==> config.mk <==
export PLATFORM = sky130hd
export DESIGN_NAME = alu_pipe
export DESIGN_NICKNAME = d
export VERILOG_FILES = /design/src/rtl/alu_pipe.sv
export SDC_FILE = /design/constraint.sdc
export NUM_CORES = 1
export LEC_CHECK = 0
export BUFFER_PORTS_ARGS = -buffer_cell sky130_fd_sc_hd__buf_2
export CAP_MARGIN = 10
export CORE_MARGIN = 2
export CORE_UTILIZATION = 40
export CTS_CLUSTER_DIAMETER = 40
export DETAILED_ROUTE_END_ITERATION = 10
export MAX_ROUTING_LAYER = met4
export SLEW_MARGIN = 20
export SYNTH_ARGS = -nofsm -noshare
export SYNTH_HDL_FRONTEND = slang
export SYNTH_SLANG_ARGS = --single-unit
==> constraint.sdc <==
create_clock -name clk -period 3.34 [get_ports clk]
set_clock_uncertainty 0.15 [all_clocks]
set_input_delay 0.501 -clock clk [delete_from_list [all_inputs] [get_ports clk]]
set_output_delay 0.501 -clock clk [all_outputs]
set_load 0.01 [all_outputs]
==> src/rtl/alu_pipe.sv <==
// ---------------------------------------------------------------------------
// alu_pipe : two-stage pipelined signed ALU with valid/ready on both sides.
//   S1 holds the accepted operands, S2 holds the computed result and overflow.
//   The stall chain has no bubbles: S2 may pop and refill in the same cycle.
//   ops_done counts output handshakes and wraps at 2^CNT_W.
// Configuration:
//   ALU_SAT_EN defined   : overflowing results clamp to the signed min/max.
//   ALU_SAT_EN undefined : result is the low WIDTH bits (wrap-around).
// ---------------------------------------------------------------------------
module alu_pipe #(
    parameter int WIDTH = 6,
    parameter int CNT_W = 8
) (
    input  logic             clk,
    input  logic             rst_n,
    input  logic             in_valid,
    output logic             in_ready,
    input  logic [WIDTH-1:0] a,
    input  logic [WIDTH-1:0] b,
    input  logic [2:0]       op,
    output logic             out_valid,
    input  logic             out_ready,
    output logic [WIDTH-1:0] result,
    output logic             ovf,
    output logic [CNT_W-1:0] ops_done
);

    // Three guard bits hold every opcode's exact result (worst case a+3*b).
    localparam int XW = WIDTH + 3;

    localparam logic [2:0] OP_SHL_ADD = 3'b000;
    localparam logic [2:0] OP_A_3B    = 3'b001;
    localparam logic [2:0] OP_NEG_B   = 3'b010;
    localparam logic [2:0] OP_ABS_A   = 3'b011;
    localparam logic [2:0] OP_SUB     = 3'b100;
    localparam logic [2:0] OP_AND     = 3'b101;
    localparam logic [2:0] OP_OR      = 3'b110;
    localparam logic [2:0] OP_XOR     = 3'b111;

    // Stage S1: captured operands
    logic             s1_v;
    logic [WIDTH-1:0] s1_a;
    logic [WIDTH-1:0] s1_b;
    logic [2:0]       s1_op;

    // Stage S2: registered result
    logic             s2_v;
    logic [WIDTH-1:0] s2_result;
    logic             s2_ovf;
    logic [CNT_W-1:0] cnt;

    // Handshake control
    logic s2_adv;
    logic take_in;
    logic pop;

    // Datapath
    logic signed [XW-1:0] ext_a;
    logic signed [XW-1:0] ext_b;
    logic signed [XW-1:0] full;
    logic                 is_logic;
    logic                 fits;
    logic                 calc_ovf;
    logic [WIDTH-1:0]     calc_res;

    // Stall chain: S2 frees up when empty or being popped; S1 follows it.
    always_comb begin
        s2_adv   = !s2_v || out_ready;
        in_ready = !s1_v || s2_adv;
        take_in  = in_valid && in_ready;
        pop      = s2_v && out_ready;
    end

    // Full-precision signed arithmetic on sign-extended S1 operands.
    always_comb begin
        // NOTE: every comb output gets a default first so no path infers a latch.
        full     = '0;
        is_logic = 1'b0;
        ext_a    = {{3{s1_a[WIDTH-1]}}, s1_a};
        ext_b    = {{3{s1_b[WIDTH-1]}}, s1_b};
        case (s1_op)
            OP_SHL_ADD: full = (ext_a <<< 1) + ext_b;
            OP_A_3B:    full = ext_a + ext_b + (ext_b <<< 1);
            OP_NEG_B:   full = -ext_b;
            OP_ABS_A:   full = ext_a[XW-1] ? -ext_a : ext_a;
            OP_SUB:     full = ext_a - ext_b;
            OP_AND:     begin full = ext_a & ext_b; is_logic = 1'b1; end
            OP_OR:      begin full = ext_a | ext_b; is_logic = 1'b1; end
            OP_XOR:     begin full = ext_a ^ ext_b; is_logic = 1'b1; end
            default:    full = '0;
        endcase
    end

    // Range check and final result selection (wrap or clamp).
    always_comb begin
        // In range iff the guard bits and the result sign bit all agree.
        fits     = (&full[XW-1:WIDTH-1]) || !(|full[XW-1:WIDTH-1]);
        calc_ovf = !fits && !is_logic;
`ifdef ALU_SAT_EN
        if (calc_ovf)
            calc_res = full[XW-1] ? {1'b1, {(WIDTH-1){1'b0}}}
                                  : {1'b0, {(WIDTH-1){1'b1}}};
        else
            calc_res = full[WIDTH-1:0];
`else
        calc_res = full[WIDTH-1:0];
`endif
    end

    // S1 register: loads on an input handshake, empties when it drains into S2.
    always_ff @(posedge clk or negedge rst_n) begin
        if (!rst_n) begin
            s1_v  <= 1'b0;
            s1_a  <= '0;
            s1_b  <= '0;
            s1_op <= '0;
        end else if (in_ready) begin
            // NOTE: sequential state uses non-blocking assignments so every
            // register samples pre-edge values regardless of statement order.
            s1_v <= in_valid;
            if (in_valid) begin
                s1_a  <= a;
                s1_b  <= b;
                s1_op <= op;
            end
        end
    end

    // S2 register: advances when empty or popped; holds result stable under backpressure.
    always_ff @(posedge clk or negedge rst_n) begin
        if (!rst_n) begin
            s2_v      <= 1'b0;
            s2_result <= '0;
            s2_ovf    <= 1'b0;
        end else if (s2_adv) begin
            s2_v <= s1_v;
            if (s1_v) begin
                s2_result <= calc_res;
                s2_ovf    <= calc_ovf;
            end
        end
    end

    // Completed-operation counter, one step per output handshake, free-running wrap.
    always_ff @(posedge clk or negedge rst_n) begin
        if (!rst_n)
            cnt <= '0;
        else if (pop)
            cnt <= cnt + CNT_W'(1);
    end

    assign out_valid = s2_v;
    assign result    = s2_result;
    assign ovf       = s2_ovf;
    assign ops_done  = cnt;

endmodule

== Yosys cells after proc, flatten, opt, wreduce, memory -nomap -nowiden ==
Cells that the tools add are included.

* $add $sub $neg: 7
* Equality and inequality tests: 7
* Multiplexer cells: 3
* Bitwise logic cells: 3
* Reductions and logical operators: 16

{| class="wikitable"
|+ Operator list
! kind !! count
|-
| $pmux W9 S8 || 1
|-
| $neg A6 Y9 || 2
|-
| $eq A3 B3 Y1 const B || 4
|-
| $mux W9 || 1
|-
| $add A7 B6 Y8 || 1
|-
| $add A7 B7 Y8 || 1
|-
| $add A8 B1 Y8 const B || 1
|-
| $add A6 B6 Y7 || 1
|-
| $sub A6 B6 Y7 || 1
|-
| $and A6 B6 Y6 || 1
|-
| $eq A3 B2 Y1 const B || 2
|-
| $or A6 B6 Y6 || 1
|-
| $xor A6 B6 Y6 || 1
|-
| $logic_not A1 Y1 || 5
|-
| $reduce_and A2 Y1 || 2
|-
| $reduce_and A4 Y1 || 1
|-
| $reduce_or A4 Y1 || 1
|-
| $eq A3 B1 Y1 const B || 1
|-
| $logic_not A3 Y1 || 1
|-
| $logic_or A1 B1 Y1 || 3
|-
| $reduce_or A3 Y1 || 1
|-
| $logic_and A1 B1 Y1 || 2
|-
| $mux W1 || 1
|}

* Register bits after elaboration: 32
* Input port bits: 19
* Output and inout bits: 17

== Longest topological paths before layout ==
* Depth after elaboration: 8
* Mapped depth: 10
* Mapped depth without buffers: 10

== Least setup slack after synthesis ==
OpenSTA, ideal clock, no wires.

* Path type: register -> register
* Start point: register s1_b[1]
* End point: register s2_ovf (netlist: ovf)
* Setup time: 128 ps
* Arrival time: 2696 ps
* Data required time: 3062 ps
* Setup slack: 366 ps
* Cell stages (with the launch flop): 11
* Buffers on the path: 0
* Period minus slack after synthesis: 2974 ps
* Cells stage by stage: dfrtp_1 > fa_1 > ha_1 > fa_1 > a211oi_1 > nor2_1 > nor2_1 > o311ai_1 > a211oi_1 > and4_4 > a211oi_2

* Cells in the longest elaborated chain, start to end: 8
* Elaborated cells between the ends (all ways): 12
* Those cells by class: 5 x add/sub; 1 x mux; 6 x reduce/logical

{| class="wikitable"
|+ RTL lines
! element !! line !! RTL
|-
| start: declaration || 43 || <nowiki>logic [WIDTH-1:0] s1_b;</nowiki>
|-
| start signal: assignment || 115 || <nowiki>s1_b <= '0;</nowiki>
|-
| start signal: assignment || 123 || <nowiki>s1_b <= b;</nowiki>
|-
| $add A6 B6 Y7 || 83 || <nowiki>OP_A_3B: full = ext_a + ext_b + (ext_b <<< 1);</nowiki>
|-
| $add A7 B7 Y8 || 83 ||
|-
| $pmux W9 S8 (*) || 81 || <nowiki>case (s1_op)</nowiki>
|-
| $reduce_or A4 Y1 || 97 || <nowiki>fits = (&full[XW-1:WIDTH-1]) || !(|full[XW-1:WIDTH-1]);</nowiki>
|-
| $logic_not A1 Y1 || 97 ||
|-
| $logic_or A1 B1 Y1 (*) || 97 ||
|-
| $logic_not A1 Y1 (*) || 98 || <nowiki>calc_ovf = !fits && !is_logic;</nowiki>
|-
| $logic_and A1 B1 Y1 (*) || 98 ||
|-
| end signal: assignment || 139 || <nowiki>s2_ovf <= calc_ovf;</nowiki>
|-
| end: declaration || 49 || <nowiki>logic s2_ovf;</nowiki>
|}

Every way passes the cells marked *; elsewhere a longest branch is shown, timed or not.
A chain may end at the register's enable or synchronous reset.

== Worst setup path after layout ==
Same ends and word-level chain as after synthesis.

==> out/results.ini <==
[status]
status = completed

[power]
leakagePower_nw = 1.555
swShare = 0.4216
power.switching_uw = 868.5
power.share.clock = 0.157
internal-power_mw = 1.191
combinationalPowerShare = 0.554
p_seq_frac = 0.289
power_density_mw_per_mm2 = 620.8
ir_drop_mv = 0.3677

[critical_path]
critPathRequiredTime_ps = 3350
cp-end-kind = register
critPathSlowestCell = dfrtp_1
critPathMaxStageDelay_ps = 470
path_cells = fa_1 -> ha_1 -> fa_1 -> a211oi_1 -> nor2_1 -> nor2_1 -> o311ai_1 -> a211oi_2 -> and4_4 -> a211oi_2
r2r_slack_ps = 230
path_class = reg -> reg
cp.arrival_ps = 3120
r2r-end = ovf
r2r-start = s1_b[1]
critPathLaunchType = register
ff2ff_path_depth = 10
crit_fanout = 6

[finish]
nFillCells = 690
layout_commonest_cell = buf_2
nets = 412
multiInputGateArea_mm2 = 0.001931
layout_common_cells = buf_2, ha_1, dfrtp_1, a21oi_1, xnor2_1
diodes = 0
final-instance-count-excl-fill = 449
area_growth_pct = 16.67
regArea_um2 = 800.8
layout-drive-gt1-share = 0.2295

[cts]
cts_tree = built
insertion_delay_ps = 280
numCtsBuffers = 5
clock-sinks = 32
htree_levels = 2
cts-root-buf = clkbuf_8
clockBufferDepth = 2
holdBufCountCts = 0
clkTransAtPathRegs_ps = 70

[logic_synthesis]
seq_area_frac_synth = 0.2816
synthesis.nets = 364
async_reset_ff_frac = 1.000
yosysTopAreaCellShare = 0.2816
avgSynthCellArea_um2 = 9.325
synth_top_cell_by_area = dfrtp_1
syn_area_mm2 = 0.002844
synth_edf_count = 0
synth_cell_type_count = 49
synth.top_cells.by_area = dfrtp_1, ha_1, mux2_2
synth-seq-cells = 32
synthCells = 305
synth_ff_type = dfrtp_1
yosysWarnings = 0

[sta]
max_freq_mhz = 321.7
tightestPinTransition_ps = 753.8
min_period_over_period = 0.9307
slew_viol_final = 0
slew_headroom = 0.4974
tns_ps = 0
setup_ws_ps = 231.3
period_needed_ps = 3109
setup_viol = 0
rsz0062_at_grt = false
hold_viol_final = 0

[global_route]
grt_max_degree = 33
grt_usage = 0.2032
antenna_found_initial = 0
grt_remaining_overflow = 0
grt_pass1_vias = 2303
grt_pass1_wl_mm = 11.72

[place]
io_buffers = 35
preCtsSetupSlack_ps = 174.6
dpl.cell_count = 442
hpwl_mm = 5.743
finalWeightedCongestion = 0.9524

[routing]
vias = 2377
vias_per_cell = 5.294
drtIter0Drc = 124
drc_errors = 0
ant_nets = 0
wl_mm = 7.287
wire_per_inst_um = 16.23
dr.pass1.iters = 4

[floorplanning]
start_util = 0.4163
die_h_um = 88.32
rows = 30
die_x_um = 88.32
core-area_mm2 = 0.006832
fp.dieArea_mm2 = 0.007800
io_pins = 36

[run]
cap_violations = 0

[min_path]
hp-class = in -> async

-- through the flow --
| stage | power [mW] | area (um2) | utilization | hold slack [ps] |
|---|---|---|---|---|
| after global routing | 2.233 | 3318 | 0.4857 | 187.6 |
| after detailed placement | 1.728 | 3217 | 0.4709 | 311.3 |
| final | 2.060 | 3318 | 0.4857 | 139.3 |
| after global placement | 1.714 | 3217 | 0.4709 | 305.5 |
| after floorplan | 1.383 | 2844 | - | 55.41 |
| after CTS | 2.061 | 3313 | 0.4850 | 156.3 |
-- flip-flops by register name (all words and copies together), names as in the netlist --
name,cells
s1_b,6
s1_op,3
result,6
out_valid,1
ovf,1
ops_done,8
s1_a,6
s1_v,1
-- worst max-delay path by stage --
stage / startpoint / end / slack (ps) / cells after the start
2_1_floorplan: s1_b[1] / ovf / 370 / 10
3_3_place_gp: s1_b[1] / ovf / 210 / 10
3_5_place_dp: s1_b[1] / ovf / 170 / 10
4_1_cts: s1_b[1] / ovf / 140 / 10
5_1_grt: s1_b[1] / ovf / 80 / 10
6_report: s1_b[1] / ovf / 230 / 10
-- logic make-up after synthesis --
group | synth area share
mux | 0.08887
simple gates | 0.1324
flops | 0.2816
buf+inv | 0.04135
fa+ha+maj | 0.1971
xor+xnor | 0.07391
compound gates | 0.1848
-- power groups by stage --
stage / Clock, mW / Sequential (mW) / Combinational (mW)
6_report: 0.324 / 0.594 / 1.14
3_3_place_gp: 0 / 0.597 / 1.12
3_5_place_dp: 0 / 0.602 / 1.13
4_1_cts: 0.330 / 0.595 / 1.14
5_1_grt: 0.352 / 0.610 / 1.27
2_1_floorplan: 0 / 0.632 / 0.751
-- cells in the mapped netlist, drive strengths merged (2+ instances only) --
master / count
a211oi: 9
a21o: 3
a21oi: 24
a22o: 2
a22oi: 2
a311oi: 2
a31oi: 5
and2b: 2
and3: 3
buf: 5
clkbuf: 5
dfrtp: 32
fa: 8
ha: 32
inv: 20
mux2: 18
mux2i: 5
nand2: 21
nand2b: 8
nand3: 2
nand4: 3
nor2: 17
nor2b: 2
nor3: 8
nor3b: 3
o211ai: 2
o21ai: 15
o21bai: 4
o22ai: 4
o31ai: 2
or3: 2
xnor2: 22
xor2: 2
-- critical path, delay by kind of cell (launching register included) --
family	cells	cell delay (ps)
AO/OA/AOI/OAI	4	810
flip-flops	1	470
AND/OR/NAND/NOR	3	440
adder cells (fa/ha/maj)	3	1110
-- layout make-up --
type,count,area share
Sequential cell,32,0.2413
Clock buffer,7,0.02903
Multi-Input combinational cell,243,0.5818
Inverter,20,0.02262
Timing Repair Buffer,51,0.08899
Tap cell,96,0.03620
-- repair_timing --
action	CTS	global route
endpoints found under the setup margin	0	1
gates resized for setup	0	1
buffers inserted	0	0
-- layer usage --
metal	wire, um	track usage	vias to the layer above
li1	-	-	1190
met1	3583	0.2776	1137
met2	3317	0.3158	41
met3	280	0.03358	9
met4	106	0.04959	0
met5	0	-	-
Power figures use the tool's default switching activity.
